### src/rtl/vx_alu_pack8.sv
// Saturating narrowing unit: packs four signed halfwords per lane into int8x4/uint8x4,
// one active lane per cycle through a shared PE, valid/ready on both sides.
module vx_alu_pack8 #(
  parameter int NUM_LANES = 4,
  parameter int TAG_WIDTH = 8
) (
  input  logic                      clk,
  input  logic                      reset,
  input  logic                      in_valid,
  output logic                      in_ready,
  input  logic                      in_uns,
  input  logic [NUM_LANES-1:0]      in_tmask,
  input  logic [NUM_LANES*32-1:0]   in_rs1,
  input  logic [NUM_LANES*32-1:0]   in_rs2,
  input  logic [TAG_WIDTH-1:0]      in_tag,
  output logic                      out_valid,
  input  logic                      out_ready,
  output logic [NUM_LANES*32-1:0]   out_data,
  output logic [NUM_LANES-1:0]      out_sat,
  output logic [NUM_LANES-1:0]      out_tmask,
  output logic [TAG_WIDTH-1:0]      out_tag
);

  localparam int PW = (NUM_LANES > 1) ? $clog2(NUM_LANES) : 1;

  typedef enum logic [1:0] {S_IDLE, S_BUSY, S_DONE} state_t;

  state_t                    state, state_n;
  logic [NUM_LANES*32-1:0]   rs1_q, rs2_q;
  logic                      uns_q;
  logic [PW-1:0]             ptr, first_ptr, next_ptr;
  logic                      first_found, next_found;
  logic                      accept;
  logic [PW+4:0]             lane_ofs;
  logic [63:0]               lane_hw;
  logic [31:0]               lane_res;
  logic                      lane_sat;

  // Returns {clamped, byte}.
  function automatic logic [8:0] sat8(input logic [15:0] h, input logic uns);
    logic signed [15:0] s;
    s = $signed(h);
    if (uns) begin
      if (s < 16'sd0)        return {1'b1, 8'h00};
      else if (s > 16'sd255) return {1'b1, 8'hFF};
      else                   return {1'b0, h[7:0]};
    end else begin
      if (s < -16'sd128)     return {1'b1, 8'h80};
      else if (s > 16'sd127) return {1'b1, 8'h7F};
      else                   return {1'b0, h[7:0]};
    end
  endfunction

  assign accept   = in_valid && in_ready;
  assign lane_ofs = {ptr, 5'd0};

  always_comb begin
    first_ptr   = '0;
    first_found = 1'b0;
    for (int unsigned i = 0; i < NUM_LANES; i++) begin
      if (!first_found && in_tmask[i]) begin
        first_ptr   = PW'(i);
        first_found = 1'b1;
      end
    end
  end

  always_comb begin
    next_ptr   = ptr;
    next_found = 1'b0;
    for (int unsigned i = 0; i < NUM_LANES; i++) begin
      if (!next_found && (i > 32'(ptr)) && out_tmask[i]) begin
        next_ptr   = PW'(i);
        next_found = 1'b1;
      end
    end
  end

  always_comb begin
    logic [8:0] r;
    lane_hw  = {rs2_q[lane_ofs +: 32], rs1_q[lane_ofs +: 32]};
    lane_res = '0;
    lane_sat = 1'b0;
    r        = '0;
    for (int unsigned j = 0; j < 4; j++) begin
      r = sat8(lane_hw[16*j +: 16], uns_q);
      lane_res[8*j +: 8] = r[7:0];
      lane_sat = lane_sat | r[8];
    end
  end

  always_ff @(posedge clk or posedge reset) begin
    if (reset) state <= S_IDLE;
    else       state <= state_n;
  end

  // An empty mask still spends one BUSY cycle (no lane write) so latency is max(k,1).
  always_comb begin
    state_n = state;
    case (state)
      S_IDLE: if (in_valid) state_n = S_BUSY;
      S_BUSY: if (!next_found) state_n = S_DONE;
      S_DONE: if (out_ready) state_n = in_valid ? S_BUSY : S_IDLE;
      default: state_n = S_IDLE;
    endcase
  end

  always_comb begin
    in_ready  = 1'b0;
    out_valid = 1'b0;
    case (state)
      S_IDLE: in_ready = 1'b1;
      S_DONE: begin
        out_valid = 1'b1;
        in_ready  = out_ready;
      end
      default: ;
    endcase
  end

  always_ff @(posedge clk or posedge reset) begin
    if (reset) begin
      rs1_q     <= '0;
      rs2_q     <= '0;
      uns_q     <= 1'b0;
      ptr       <= '0;
      out_data  <= '0;
      out_sat   <= '0;
      out_tmask <= '0;
      out_tag   <= '0;
    end else if (accept) begin
      rs1_q     <= in_rs1;
      rs2_q     <= in_rs2;
      uns_q     <= in_uns;
      ptr       <= first_ptr;
      out_data  <= '0;
      out_sat   <= '0;
      out_tmask <= in_tmask;
      out_tag   <= in_tag;
    end else if (state == S_BUSY) begin
      if (out_tmask[ptr]) begin
        out_data[lane_ofs +: 32] <= lane_res;
        out_sat[ptr]             <= lane_sat;
      end
      ptr <= next_ptr;
    end
  end

endmodule
### config.mk
export PLATFORM = sky130hd
export DESIGN_NAME = vx_alu_pack8
export DESIGN_NICKNAME = d
export VERILOG_FILES = /design/src/rtl/vx_alu_pack8.sv
export SDC_FILE = /design/constraint.sdc
export NUM_CORES = 1
export LEC_CHECK = 0
export CORE_MARGIN = 1
export CORE_UTILIZATION = 33
export CTS_BUF_LIST = sky130_fd_sc_hd__clkbuf_4 sky130_fd_sc_hd__clkbuf_8
export DETAILED_ROUTE_END_ITERATION = 16
export HOLD_SLACK_MARGIN = 0.12
export PLACE_DENSITY = 0.59
export RECOVER_POWER = 100
export SETUP_SLACK_MARGIN = 0.05
export SLEW_MARGIN = 20
export SYNTH_ARGS = -nofsm -noshare
export SYNTH_HDL_FRONTEND = slang
export SYNTH_SLANG_ARGS = --single-unit
### constraint.sdc
create_clock -name clk -period 23.3 [get_ports clk]
set_input_delay 3.495 -clock clk [delete_from_list [all_inputs] [get_ports clk]]
set_output_delay 3.495 -clock clk [all_outputs]
set_load 0.02 [all_outputs]
## Yosys cells after proc, flatten, opt, wreduce, memory -nomap -nowiden

Cells that the tools add are included.

- Add/subtract/negate cells: 1
- Order comparisons: 21
- Eq/ne operators: 5
- Shifts and indexed selects: 4
- Mux-type cells: 53
- Bitwise gates (word level): 3
- Reductions and logical operators: 22

Operators by type and width:

| cell | number |
|---|---|
| 128-bit two-way mux | 3 |
| 128-bit by 8-bit indexed part select with 32-bit output | 2 |
| 9-bit two-way mux | 20 |
| 128-bit bitwise mux | 1 |
| 32-bit by 9-bit variable shift with 128-bit output, first input constant | 1 |
| 32-bit by 9-bit indexed part select with 128-bit output | 1 |
| 16-bit by 8-bit greater-than comparator with 1-bit output, second input constant | 4 |
| 16-bit by 9-bit greater-than comparator with 1-bit output, second input constant | 4 |
| 16-bit by 1-bit less-than comparator with 1-bit output, second input constant | 4 |
| 16-bit by 8-bit less-than comparator with 1-bit output, second input constant | 4 |
| 2-bit two-way mux | 10 |
| 4-bit two-way mux | 3 |
| 1-bit two-way mux | 11 |
| 1-bit logical AND | 10 |
| 7-bit negator with 9-bit output | 1 |
| 2-bit inequality test, second input constant | 3 |
| 2-bit case mux with 3 select lines | 1 |
| 1-bit zero test | 5 |
| 4-bit bitwise mux | 1 |
| 2-bit greater-than comparator, first input constant | 2 |
| 2-bit AND reduction | 2 |
| 2-bit nonzero test | 2 |
| 4-bit nonzero test | 1 |
| 2-bit by 3-bit less-than comparator with 1-bit output, second input constant | 1 |
| other kinds (10) | 12 |

- Flip-flop bits (word level): 405

## Depth between registers and ports, before layout

- Depth after elaboration: 13
- Depth in mapped cells: 14
- Depth with buffers taken out: 8

## Worst setup path after synthesis

Ideal clock, no wire load.

- Kind: input -> output
- From: input port out_ready
- To: output port in_ready
- Arrival time: 3.969 ns
- Required time: 19.805 ns
- Slack: 15.836 ns
- Stages: 2
- Cell sequence: nand2b_1 nor2b_1

- Word-level cells in the longest chain between the ends: 1

Ends and longest elaborated chain:

| what | RTL line | text |
|---|---|---|
| start, declared | 17 | `input logic out_ready,` |
| 1-bit case mux with 2 select lines | 111 | `case (state)` |
| end, declared | 10 | `output logic in_ready,` |

No other way between the ends.

==> impl_metrics.sql <==
INSERT INTO impl_metrics (metric_group, metric, value, unit) VALUES
('die', 'fp.dieW', '232', 'microns'),
('clock_network', 'clk_root_buffer_cell', 'clkbuf_8', ''),
('die', 'io_pins', '419', ''),
('clock_network', 'cts_max_path_buffers', '3', ''),
('logic_synthesis', 'synth-main-ff-cell', 'dfrtp_1', ''),
('route', 'detail_route.vias_per_cell', '4.87', ''),
('logic_synthesis', 'synth-seq-area-share', '58.0', '%'),
('global_routing', 'grt_pass1_vias', '14699', ''),
('route', 'route.detailed.drc', '0', ''),
('clock_network', 'clock_tree.htree_level_count', '3', ''),
('logic_synthesis', 'post-synth-top-area-fraction', '58.0', '%'),
('logic_synthesis', 'ys_seq_elements', '405', ''),
('pwr', 'switching_fraction', '40.6', '%'),
('setup_path', 'timing.critical_path.to_type', 'async pin', ''),
('global_routing', 'grt_overflow', '0', ''),
('pwr', 'netSwitchingPower', '0.00127', 'W'),
('outcome', 'violations', 'capacitance limit, slew limit', ''),
('pwr', 'power.ir.vdd_worst', '0.0553', 'mV'),
('finish', 'final-seq-area', '0.0101', 'sq mm'),
('global_routing', 'grt_antenna_before_repair', '7', ''),
('outcome', 'outcome', 'finished, violations left', ''),
('global_routing', 'grt_first_pass_wirelength', '86.4', 'mm'),
('sta', 'pin_slew_with_the_least_headroom_to_its_limit', '5.24', 'ns'),
('setup_path', 'critPathRequiredTime', '23.94', 'ns'),
('sta', 'slew_headroom', '-249', '%'),
('finish', 'multiInputGateArea', '0.00688', 'sq mm'),
('sta', 'timing_max_transition_violations_final', '954', ''),
('sta', 'timing.final.crit_period', '11.62', 'ns'),
('setup_path', 'worst_setup_path_class', 'in2async', ''),
('setup_path', 'crit_top_cell', 'clkbuf_1', ''),
('logic_synthesis', 'ys.warnings.count', '0', ''),
('logic_synthesis', 'synth_top_cells_by_count', 'nand2_1 (916), dfrtp_1 (405), o21ai_0 (121)', ''),
('logic_synthesis', 'synthesis.area_per_instance', '9.69', 'sq um'),
('pwr', 'p_leak', '11.6', 'nW'),
('logic_synthesis', 'synth_fp_nets', '2086', ''),
('route', 'totalWireLength', '56.4', 'mm'),
('placement', 'io_buffers', '418', ''),
('setup_path', 'worst-path-max-fanout', '75', ''),
('die', 'core_area', '0.0518', 'sq mm'),
('finish', 'fill_cells', '4987', ''),
('sta', 'post-route-period-util', '49.9', '%'),
('logic_synthesis', 'number_of_distinct_library_cells_after_synthesis', '50', ''),
('setup_path', 'critical_path.top_delay_family', 'buffers and inverters', ''),
('placement', 'dp_cells', '2812', ''),
('job', 'drv_cap', '14', ''),
('logic_synthesis', 'netlist.top_cell.by_area', 'dfrtp_1', ''),
('setup_path', 'crit_arrival', '12.26', 'ns'),
('pwr', 'pwr_cell_area', '132', 'mW/mm^2'),
('pwr', 'comb_power_share', '41.1', '%'),
('die', 'floorplan.die.height', '232', 'microns'),
('pwr', 'power.share.sequential', '37.3', '%'),
('finish', 'nNetsFinal', '2489', ''),
('clock_network', 'postCtsHoldBufs', '0', ''),
('clock_network', 'clock_insertion_delay_worst_skew', '0.65', 'ns'),
('sta', 'rsz0062_at_grt', 'false', ''),
('die', 'die_area', '0.0539', 'sq mm'),
('clock_network', 'clkSinkCount', '405', ''),
('setup_path', 'timing.critical_path.slowest_cell_delay', '2.96', 'ns'),
('logic_synthesis', 'number_of_cells_produced_by_synthesis', '1805', ''),
('die', 'starting_utilization_of_the_core_area', '33.7', '%'),
('sta', 'setup_tns', '0', 'ns'),
('route', 'avgRoutedWirePerCell', '19.2', 'microns'),
('finish', 'areaGrowthSynthToFinish', '35.2', '%'),
('clock_network', 'ctsResizeCount', '0', ''),
('finish', 'final_core_util', '45.6', '%'),
('pwr', 'power_report.internal_total', '0.00186', 'W'),
('clock_network', 'cts.repair_timing.setup_buffer_count', '0', ''),
('logic_synthesis', 'netlist_area', '0.0175', 'sq mm'),
('route', 'detail-route-antenna-nets', '0', ''),
('min_path', 'hold_class', 'reg2reg', ''),
('logic_synthesis', 'yosys-top-cells-area', 'dfrtp_1 (58%), nand2_1 (20%), mux4_2 (7.7%), o21ai_0 (3.5%), clkbuf_1 (1.9%)', '');
==> state kept, by name, indices dropped and copies added, names as in the netlist <==
register and count:
rs2_q 128, out_tmask 4, uns_q 1, ptr 2, out_data 128, out_sat 4
out_tag 8, state 2, rs1_q 128
==> power groups by stage <==
stage               logic, W  clock network (W)  registers, W
floorplan           0.000812                  0       0.00114
global placement     0.00125                  0       0.00116
detailed placement   0.00128                  0       0.00118
CTS                  0.00128           0.000698       0.00117
global route         0.00141           0.000728       0.00121
finish               0.00129           0.000677       0.00117
==> tightest hold or removal path: stages (launching register included) <==
cell and delay, ns:
dfrtp_1 0.34, nand2_1 0.05, nand2_1 0.05
==> logic make-up after synthesis <==
group / synth area share, %
AND/OR/NAND/NOR: 22.7
flip-flops: 58.0
AO/OA/AOI/OAI: 7.02
buffers and inverters: 2.78
multiplexers: 8.95
adder cells (fa/ha/maj): 0.572
==> metal layers <==
layer / track usage [%] / share of wire (%) / vias up
met2: 32.7 / 46 / 442
met3: 6.23 / 7.4 / 89
met4: 6.85 / 2.2 / 4
li1: - / - / 6762
met1: 28.3 / 44 / 7040
met5: 0 / 0.043 / -
==> cell usage in the layout (no fill, tap or decap), types with 11 or more instances in the layout <==
cell type	count
a22o_1	32
nor2_1	22
clkbuf_1	11
dfrtp_1	403
clkbuf_4	30
o21ai_0	121
mux4_2	60
clkdlybuf4s50_1	270
a21oi_1	11
clkbuf_8	82
nand2_1	916
dlygate4sd3_1	148
==> metrics by stage <==
step / cell area (sq um) / worst slack, ns / hold slack (ns) / power, W
floorplan: 17500 / 8.54 / 0.437 / 0.00195
global placement: 22200 / 14.73 / 0.452 / 0.00242
detailed placement: 22200 / 14.77 / 0.455 / 0.00246
CTS: 23700 / 14.76 / 0.469 / 0.00315
global route: 23600 / 9.94 / 0.483 / 0.00335
finish: 23600 / 11.68 / 0.469 / 0.00313
==> worst paths after layout <==
path | startpoint | end | cells past startpoint
max | reset | rs2_q[35] | 5
min | rs2_q[58] | rs2_q[58] | 2
max reg2reg | state[1] | ptr[0] | 7
min reg2reg | rs2_q[58] | rs2_q[58] | 2
max in group clk | out_ready | ptr[0] | 8
min in group asynchronous | reset | out_data[0] | 2
==> area by class of cell <==
| type | instances | share of cell area, % |
|---|---|---|
| clock buffers | 112 | 5.73 |
| inverters | 7 | 0.116 |
| diodes | 8 | 0.0847 |
| clock inverters | 11 | 0.429 |
| well taps | 680 | 3.60 |
| flip-flops and latches | 405 | 42.9 |
| repair buffers | 434 | 18.0 |
| multi-input cells | 1287 | 29.1 |
Power figures use the tool's default switching activity.
